**src/rtl/mem_bus_pkg.sv**
```systemverilog
// Shared definitions for the byte-bus memory master: size codes, FSM states,
// bus address width and the default response timeout.
package mem_bus_pkg;

   localparam int ADDR_W                 = 12;
   localparam int DEFAULT_TIMEOUT_CYCLES = 15;

   localparam logic [1:0] SIZE_B = 2'b00;
   localparam logic [1:0] SIZE_H = 2'b01;
   localparam logic [1:0] SIZE_W = 2'b10;

   typedef enum logic [1:0] {
      ST_IDLE = 2'b00,
      ST_REQ  = 2'b01,
      ST_WAIT = 2'b10,
      ST_DONE = 2'b11
   } state_t;

   // Code 11 is folded into a full word transfer.
   function automatic logic [2:0] size_to_bytes(input logic [1:0] size);
      logic [2:0] n;
      case (size)
         SIZE_B:  n = 3'd1;
         SIZE_H:  n = 3'd2;
         default: n = 3'd4;
      endcase
      return n;
   endfunction

endpackage

```
**src/rtl/load_extend.sv**
```systemverilog
// Sign/zero extension of an assembled little-endian load value.
// Byte and half results are extended; word (and code 11) passes through.
module load_extend
   import mem_bus_pkg::*;
(
   input  logic [31:0] raw,
   input  logic [1:0]  size,
   input  logic        is_unsigned,
   output logic [31:0] result
);

   always_comb begin
      result = raw;
      case (size)
         SIZE_B:  result = is_unsigned ? {24'd0, raw[7:0]}
                                       : {{24{raw[7]}}, raw[7:0]};
         SIZE_H:  result = is_unsigned ? {16'd0, raw[15:0]}
                                       : {{16{raw[15]}}, raw[15:0]};
         default: result = raw;
      endcase
   end

endmodule

```
**src/rtl/mem_byte_master.sv**
```systemverilog
// Splits byte/half/word loads and stores into single-byte bus transactions.
// Optional response timeout is compiled in with MEM_BYTE_MASTER_TIMEOUT_EN.
//
// state   | meaning
// --------+-----------------------------------------------------------
// ST_IDLE | waiting for i_start; command registers hold last transfer
// ST_REQ  | one-cycle byte request for lane k
// ST_WAIT | waiting for i_bus_data_DV (or timeout, when compiled in)
// ST_DONE | one-cycle completion pulse with result/error
module mem_byte_master
   import mem_bus_pkg::*;
#(
   parameter int TIMEOUT_CYCLES = DEFAULT_TIMEOUT_CYCLES
) (
   input  logic              i_clk,
   input  logic              i_reset,
   input  logic              i_start,
   input  logic              i_we,
   input  logic [1:0]        i_size,
   input  logic              i_unsigned,
   input  logic [ADDR_W-1:0] i_addr,
   input  logic [31:0]       i_wdata,
   output logic              o_busy,
   output logic              o_done,
   output logic [31:0]       o_rdata,
   output logic              o_error,
   output logic              o_bus_request,
   output logic              o_bus_write,
   output logic [ADDR_W-1:0] o_bus_address,
   output logic [7:0]        o_bus_data,
   input  logic [7:0]        i_bus_data,
   input  logic              i_bus_data_DV
);

   state_t              state, state_nx;
   logic                we_q;
   logic [1:0]          size_q;
   logic                unsigned_q;
   logic [ADDR_W-1:0]   addr_q;
   logic [31:0]         wdata_q;
   logic [2:0]          n_q;
   logic [2:0]          k_q;
   logic [31:0]         raw_q;
   logic [31:0]         ext_data;
   logic                timeout_hit;
   logic                err_flag;
   logic [4:0]          lane_lsb;

   assign lane_lsb = {k_q[1:0], 3'b000};

   always_ff @(posedge i_clk or posedge i_reset) begin
      if (i_reset) begin
         state      <= ST_IDLE;
         we_q       <= 1'b0;
         size_q     <= 2'b00;
         unsigned_q <= 1'b0;
         addr_q     <= '0;
         wdata_q    <= '0;
         n_q        <= 3'd0;
         k_q        <= 3'd0;
         raw_q      <= '0;
      end else begin
         state <= state_nx;
         case (state)
            ST_IDLE: begin
               if (i_start) begin
                  we_q       <= i_we;
                  size_q     <= i_size;
                  unsigned_q <= i_unsigned;
                  addr_q     <= i_addr;
                  wdata_q    <= i_wdata;
                  n_q        <= size_to_bytes(i_size);
                  k_q        <= 3'd0;
                  raw_q      <= '0;
               end
            end
            ST_WAIT: begin
               if (i_bus_data_DV) begin
                  if (!we_q) raw_q[lane_lsb +: 8] <= i_bus_data;
                  k_q <= k_q + 3'd1;
               end
            end
            default: ;
         endcase
      end
   end

`ifdef MEM_BYTE_MASTER_TIMEOUT_EN
   localparam int CNT_W = (TIMEOUT_CYCLES > 1) ? $clog2(TIMEOUT_CYCLES) : 1;

   logic [CNT_W-1:0] wait_cnt;
   logic             err_q;

   // Down-counter loaded on the way into WAIT; terminal count is zero.
   always_ff @(posedge i_clk or posedge i_reset) begin
      if (i_reset) begin
         wait_cnt <= '0;
         err_q    <= 1'b0;
      end else begin
         if (state == ST_IDLE && i_start)
            err_q <= 1'b0;
         else if (timeout_hit)
            err_q <= 1'b1;

         if (state == ST_REQ)
            wait_cnt <= CNT_W'(TIMEOUT_CYCLES - 1);
         else if (state == ST_WAIT && !i_bus_data_DV && wait_cnt != '0)
            wait_cnt <= wait_cnt - 1'b1;
      end
   end

   assign timeout_hit = (state == ST_WAIT) && !i_bus_data_DV && (wait_cnt == '0);
   assign err_flag    = err_q;
`else
   logic [31:0] unused_timeout;

   assign unused_timeout = 32'(TIMEOUT_CYCLES);
   assign timeout_hit    = 1'b0;
   assign err_flag       = 1'b0;
`endif

   load_extend u_load_extend (
      .raw         (raw_q),
      .size        (size_q),
      .is_unsigned (unsigned_q),
      .result      (ext_data)
   );

   always_comb begin
      state_nx      = state;
      o_busy        = (state != ST_IDLE);
      o_done        = 1'b0;
      o_rdata       = '0;
      o_error       = 1'b0;
      o_bus_request = 1'b0;
      o_bus_write   = 1'b0;
      o_bus_address = '0;
      o_bus_data    = '0;
      case (state)
         ST_IDLE: begin
            if (i_start) state_nx = ST_REQ;
         end
         ST_REQ: begin
            o_bus_request = 1'b1;
            o_bus_write   = we_q;
            o_bus_address = addr_q + {{(ADDR_W-3){1'b0}}, k_q};
            o_bus_data    = wdata_q[lane_lsb +: 8];
            state_nx      = ST_WAIT;
         end
         ST_WAIT: begin
            if (i_bus_data_DV)
               state_nx = ((k_q + 3'd1) < n_q) ? ST_REQ : ST_DONE;
            else if (timeout_hit)
               state_nx = ST_DONE;
         end
         ST_DONE: begin
            o_done   = 1'b1;
            o_error  = err_flag;
            o_rdata  = (we_q || err_flag) ? 32'd0 : ext_data;
            state_nx = ST_IDLE;
         end
         default: state_nx = ST_IDLE;
      endcase
   end

endmodule

```
**config.mk**
```make
export PLATFORM = sky130hd
export DESIGN_NAME = mem_byte_master
export DESIGN_NICKNAME = d
export VERILOG_FILES = /design/src/rtl/mem_bus_pkg.sv /design/src/rtl/load_extend.sv /design/src/rtl/mem_byte_master.sv
export SDC_FILE = /design/constraint.sdc
export NUM_CORES = 1
export LEC_CHECK = 0
export BUFFER_PORTS_ARGS = -buffer_cell sky130_fd_sc_hd__buf_2
export CAP_MARGIN = 20
export CELL_PAD_IN_SITES_DETAIL_PLACEMENT = 1
export CELL_PAD_IN_SITES_GLOBAL_PLACEMENT = 1
export CORE_ASPECT_RATIO = 0.7
export CORE_MARGIN = 2
export CORE_UTILIZATION = 43
export CTS_CLUSTER_SIZE = 24
export DETAILED_ROUTE_END_ITERATION = 6
export HOLD_SLACK_MARGIN = 0.15
export MAX_ROUTING_LAYER = met4
export PLACE_DENSITY = 0.85
export SYNTH_ARGS = -nofsm -noshare
export SYNTH_HDL_FRONTEND = slang
export SYNTH_SLANG_ARGS = --single-unit
```
**constraint.sdc**
```tcl
create_clock -name i_clk -period 4.79 [get_ports i_clk]
set_input_delay 0.479 -clock i_clk [delete_from_list [all_inputs] [get_ports i_clk]]
set_output_delay 0.479 -clock i_clk [all_outputs]
set_load 0.005 [all_outputs]
```
==> results of run 1 <==
[registers in the layout, indices dropped and copies added (netlist names)]
register,cells
raw_q,32
wdata_q,32
addr_q,12
k_q,3
n_q,3
size_q,2
state,2
unsigned_q,1
we_q,1
[cell families after synthesis]
family / share of synthesized area (%)
and+or+nand+nor: 21.70
DFF: 49.15
AOI/OAI and AO/OA: 13.38
buffers and inverters: 5.808
adders and majority gates: 3.463
xor gates and xnor gates: 1.955
muxes: 4.468
other: 0.08370
[area by class of cell]
type	count	area, sq um	share of cell area (%)
Inverter	23	87.58	1.626
Sequential cell	88	2202	40.88
Clock buffer	11	242.7	4.506
Antenna cell	3	7.507	0.1394
Tap cell	132	165.2	3.066
Multi-Input combinational cell	339	2023	37.56
Timing Repair Buffer	120	638.1	11.85
Clock inverter	3	20.02	0.3717
[power breakdown]
group	total [W]	internal [W]	leakage, nW	switching, W
Clock	0.000643	0.000359	0.124	0.000284
Sequential	0.00126	0.000987	1.14	0.000270
Combinational	0.00103	0.000449	1.61	0.000580
Total	0.00293	0.00180	2.88	0.00113
[routing by layer]
metal / vias to the layer above / wire (microns) / global-route usage, %
met3: 20 / 771 / 6.762
li1: 1793 / - / -
met5: - / 0 / -
met2: 99 / 6165 / 38.51
met4: 0 / 206 / 8.192
met1: 1919 / 5777 / 30.80
[cells in the final DEF (no fill, tap or decap), drive strengths merged, types with 3 or more instances in the layout]
| cell type | instances |
|---|---|
| clkbuf | 11 |
| nand2b | 4 |
| and3 | 11 |
| o21ai | 14 |
| dfrtp | 88 |
| nor2 | 12 |
| mux4 | 8 |
| diode | 3 |
| xnor2 | 4 |
| a21oi | 28 |
| nand2 | 160 |
| ha | 10 |
| xor2 | 6 |
| a22o | 34 |
| a21o | 6 |
| buf | 120 |
| inv | 22 |
| and2 | 13 |
| and4b | 3 |
[worst reg2reg max path, delay by kind of cell (launching register included)]
family          cells  cell delay, ps
flops               1             840
simple gates        2             700
fa+ha+maj           1             310
buf+inv             1             260
compound gates      1             240
[through the flow]
stage / util [%] / total power, W / setup WS, ps / hold WS [ps] / std cells
after floorplan: - / 0.001932 / 2032 / 440.0 / 481
after global placement: 49.57 / 0.002190 / 2218 / 454.0 / 700
after detailed placement: 49.57 / 0.002265 / 2101 / 461.0 / 700
after CTS: 52.14 / 0.002931 / 1717 / 317.3 / 714
after global routing: 52.60 / 0.003136 / 1499 / 188.5 / 719
final: 52.60 / 0.002929 / 1706 / 161.7 / 719
[how the worst max path moves through the flow]
stage	startpoint	end	slack, ps
floorplan	i_reset	addr_q[0]	2030
detailed placement	state[1]	o_rdata[16]	2100
global placement	k_q[0]	o_bus_address[10]	2220
global route	state[1]	o_rdata[31]	1500
finish	state[1]	o_rdata[17]	1710
CTS	state[1]	o_rdata[31]	1720
[cells in the mapped netlist (all sizes together) (2+ instances only)]
library cell / n / area, sq um
a21o: 6 / 45.04
a21oi: 28 / 140.1
a22o: 34 / 297.8
and2: 13 / 81.33
and3: 11 / 68.82
and3b: 2 / 17.52
and4b: 3 / 30.03
buf: 23 / 143.9
clkbuf: 8 / 30.03
dfrtp: 88 / 2202
ha: 10 / 125.1
inv: 23 / 86.33
mux2i: 2 / 20.02
mux4: 8 / 180.2
nand2: 160 / 603.1
nand2b: 4 / 32.53
nand3: 2 / 10.01
nand4: 2 / 12.51
nor2: 12 / 47.55
nor2b: 2 / 12.51
nor3: 2 / 10.01
o21ai: 14 / 70.07
o21bai: 2 / 18.77
or2: 2 / 12.52
xnor2: 4 / 35.03
xor2: 6 / 52.55
==> flow_summary.ini, run 1 <==
[status]
run_status = completed

[synth]
synth_area_per_cell_sq_um = 9.315
netlist_area_sq_um = 4481
syn_nets = 552
ys_ff_latch = 88
async_reset_ff_share_pct = 100.0
ys_types = 43
ys_seq_area_share_pct = 49.15
yosysWarnings = 0
synth_top_flop_cell = dfrtp_1
synth-edff-count = 0
synth_cells = 481

[route]
dr.pass1.iters = 4
drt_iter0_drc = 190
wl_microns = 12920
vias = 3831
drc = 0
wl_per_cell_microns = 17.97
antenna_left = 0
viasPerCell = 5.328

[cts]
clk_latency_ps = 340
clkSinkCount = 88
clkTransAtPathRegs_ps = 60
cts_tree = built
numCtsBuffers = 9
cts_resized = 0
htree_levels = 3
root_buffer = clkbuf_16
postCtsHoldBufs = 0
post_cts_buffers = 0
clockBufferDepth = 2

[sta]
finalCritPeriodShare_pct = 64.39
fin_crit_ps = 3084
clock_skew_ps = 6.587
hold_viol = 0
setup_violations = 0
finalSetupTns_ps = 0
finalMaxSlewViolations = 0
grt_setup_unrepaired = no
fmax_mhz = 324.2
max_slew.worst_pin.slew_ps = 868.3
slew_headroom_pct = 42.11

[setup_path]
crit_type = register to output pin
cp_data_required_time_ps = 4310
cp-start-kind = register
crit_path_end_kind = output pin
rr_startpoint = k_q[0]
path_delay_family = simple AND/OR/NAND/NOR gates
r2r_cells = 5
worstPathCellList = nor2b_1, nand2_2, o21bai_2, a21oi_1, buf_2
max_stage_delay_ps = 650
crit_fanout = 16
worstPathArrival_ps = 2610
cp.depth = 5
r2r-end = raw_q[28]
slowest_stage = nor2b_1
crit_buf_inv = 1
r2r_slack_ps = 2370

[floorplan]
die_height_microns = 89.41
die_area_sq_um = 11270
row_count = 31
die_w_microns = 126.0
start_util_pct = 43.76
pin_count = 117
core_sq_um = 10240

[grt]
grt_start_max_net_pins = 60
grt_pass1_wl_microns = 20730
gr-total-overflow = 0
grt_usage_pct = 24.39
antenna_found_initial = 3
grt_pass1_vias = 4064

[cells_and_area]
area_growth_pct = 20.22
nFillCells = 1218
drive_gt1_share_pct = 25.34
layout.nets = 652
final_cell_area_sq_um = 5386

[placement]
dpl.hpwl_microns = 8907
place.gp.congestion = 0.8719
io_buffers = 115
dpl_cell_area_sq_um = 5076

[min_path]
hold_path.class = primary input to async pin

[power]
power_per_cell_area_nw_per_um2 = 543.7
ir_drop_mv = 0.2449
leakagePower_nw = 2.879

[flow_run]
maxCapViolations = 0
Note: power is estimated with default switching activity, not from simulation.
==> run 2: changes to the inputs <==
--- a/config.mk
+++ b/config.mk
@@ -11,12 +11,12 @@
 export CELL_PAD_IN_SITES_GLOBAL_PLACEMENT = 1
 export CORE_ASPECT_RATIO = 0.7
 export CORE_MARGIN = 2
-export CORE_UTILIZATION = 43
+export CORE_UTILIZATION = 36
 export CTS_CLUSTER_SIZE = 24
 export DETAILED_ROUTE_END_ITERATION = 6
 export HOLD_SLACK_MARGIN = 0.15
 export MAX_ROUTING_LAYER = met4
-export PLACE_DENSITY = 0.85
+export PLACE_DENSITY = 0.76
 export SYNTH_ARGS = -nofsm -noshare
 export SYNTH_HDL_FRONTEND = slang
 export SYNTH_SLANG_ARGS = --single-unit
==> constraint.sdc (replaced) <==
create_clock -name i_clk -period 2.55 [get_ports i_clk]
set_input_delay 0.255 -clock i_clk [delete_from_list [all_inputs] [get_ports i_clk]]
set_output_delay 0.255 -clock i_clk [all_outputs]
set_load 0.005 [all_outputs]
==> run 2 against run 1 <==
Compared with the run above:
- sequential share of layout area is 4.0 points lower
- clock power rose by 120%
- utilization down 4.1 points
- cell count rose by 11%
- register-to-register slack worse by 2000 ps
- cell area grew 11%
- combinational power grew 110%
- critical path depth rose by 1
- clock skew is 2.9 ps lower
- routed wire length rose by 7.1%
- via count up 4.3%
- highest routed layer unchanged
==> flow_summary.ini, run 2 (same netlist as run 1, synthesis figures left out) <==
[floorplan]
die_height_microns = 97.34
die_area_sq_um = 13370
die_w_microns = 137.3
pin_count = 117
core_sq_um = 12290
start_util_pct = 36.44
row_count = 34

[cts]
clockBufferDepth = 2
clk_latency_ps = 330
numCtsBuffers = 9
cts_tree = built
clkSinkCount = 88
htree_levels = 3
post_cts_buffers = 0
root_buffer = clkbuf_16
clkTransAtPathRegs_ps = 60

[setup_path]
rr_startpoint = state[1]
max_stage_delay_ps = 430
crit_buf_inv = 1
crit_fanout = 3
crit_path_end_kind = output pin
crit_type = register to output pin
r2r_cells = 5
crit_path_start = addr_q[1]
slowest_stage = dfrtp_1
worstPathArrival_ps = 2130
cp_data_required_time_ps = 2300
path_delay_family = flip-flops
cp-start-kind = register
r2r_slack_ps = 350
r2r-end = n_q[0]
worstPathCellList = ha_1, a211oi_1, nor2_1, nand4_1, mux2i_1, buf_2

[min_path]
min_path_cells = 3
hold_path.class = primary input to register
hp-start = i_addr[0]
whs_endpoint = addr_q[0]

[flow_run]
maxCapViolations = 0

[route]
drt_iter0_drc = 215
dr.pass1.iters = 4
antenna_left = 0
wl_per_cell_microns = 17.35
vias = 3997
wl_microns = 13840
viasPerCell = 5.009
drc = 0

[grt]
gr-total-overflow = 0
grt_usage_pct = 22.68
grt_pass1_vias = 4508
grt_start_max_net_pins = 59
grt_pass1_wl_microns = 22850
antenna_found_initial = 1

[sta]
clock_skew_ps = 3.676
finalMaxSlewViolations = 0
fmax_mhz = 420.0
hold-worst-slack_ps = 163.0
finalSetupTns_ps = 0
grt_setup_unrepaired = no
finalCritPeriodShare_pct = 93.37
hold_viol = 0
setup_violations = 0
slew_headroom_pct = 57.41
fin_crit_ps = 2381
max_slew.worst_pin.slew_ps = 638.4

[cells_and_area]
finish.utilization_pct = 48.53
final_cell_mix = nand2_1, buf_2, dfrtp_1, dlygate4sd3_1, a22o_1
drive_gt1_share_pct = 24.41
layout_commonest_cell = nand2_1
area_growth_pct = 33.18
layout.nets = 703
stdcell_count = 798
reg_top3 = raw_q: 32 flops, wdata_q: 32 flops, addr_q: 12 flops

[status]
run_status = completed

[placement]
place.gp.congestion = 0.8253
io_buffers = 115
dp_cells = 736
dpl.hpwl_microns = 9250

[power]
swShare_pct = 37.01
pwr-share-clk_pct = 23.9
seqPwrFrac_pct = 38.9
leakagePower_nw = 3.127
switchingPower_w = 0.002155
ir_drop_mv = 0.3935
internal_power_w = 0.003669
combPwrFrac_pct = 37.2
power_w = 0.005824
power_per_cell_area_nw_per_um2 = 976.1
run 2: cell count changes in the layout (fill, tap and decap cells not counted), sizes merged:
cell	before	now
diode	3	1
bufinv	0	2
clkinv	2	3
clkinvlp	2	0
clkbuf	11	10
dlygate4sd3	0	47
buf	120	124
run 2: cell type report:
type | count | area (sq um)
Inverter | 23 | 87.58
Timing Repair Buffer | 171 | 1139
Clock inverter | 4 | 70.07
Fill cell | 1439 | 6327
Clock buffer | 10 | 239.0
Tap cell | 162 | 202.7
Sequential cell | 88 | 2203
Multi-Input combinational cell | 339 | 2023
Antenna cell | 1 | 2.502
run 2: worst max-delay path by stage:
stage	to	slack, ps	cells past startpoint
final	o_bus_address[11]	170	6
after CTS	o_rdata[19]	110	4
after global routing	o_bus_address[11]	10	6
after global placement	o_bus_address[10]	610	7
after floorplan	addr_q[0]	20	1
after detailed placement	o_rdata[19]	480	4
run 2: power groups by stage:
stage               Sequential (W)  Clock (W)  Combinational [W]
floorplan                  0.00210          0            0.00153
global placement           0.00224          0            0.00197
detailed placement         0.00227          0            0.00207
CTS                        0.00225    0.00142            0.00216
global route               0.00233    0.00148            0.00243
finish                     0.00227    0.00139            0.00217
run 2: stage by stage:
step	setup slack, ps	instance area, sq um
floorplan	16.45	4481
global placement	605.6	5184
detailed placement	482.7	5184
CTS	113.6	5963
global route	9.615	5967
finish	168.9	5967
run 2: worst min-delay path, stage by stage:
cell	delay (ps)
buf_2	100
nand2_1	60
nand2_1	50
run 2: metal layers:
layer	track usage (%)	wire length, microns	vias up
met3	4.486	577	22
met2	36.24	6722	76
met1	29.57	6323	2003
met4	6.027	219	0
li1	-	-	1896
met5	-	0	-
run 2: timing repair:
action | in CTS | in global routing
setup endpoints to repair | 0 | 16
hold endpoints to repair | 75 | 0
hold buffers | 47 | 0
resized for setup | 0 | 1
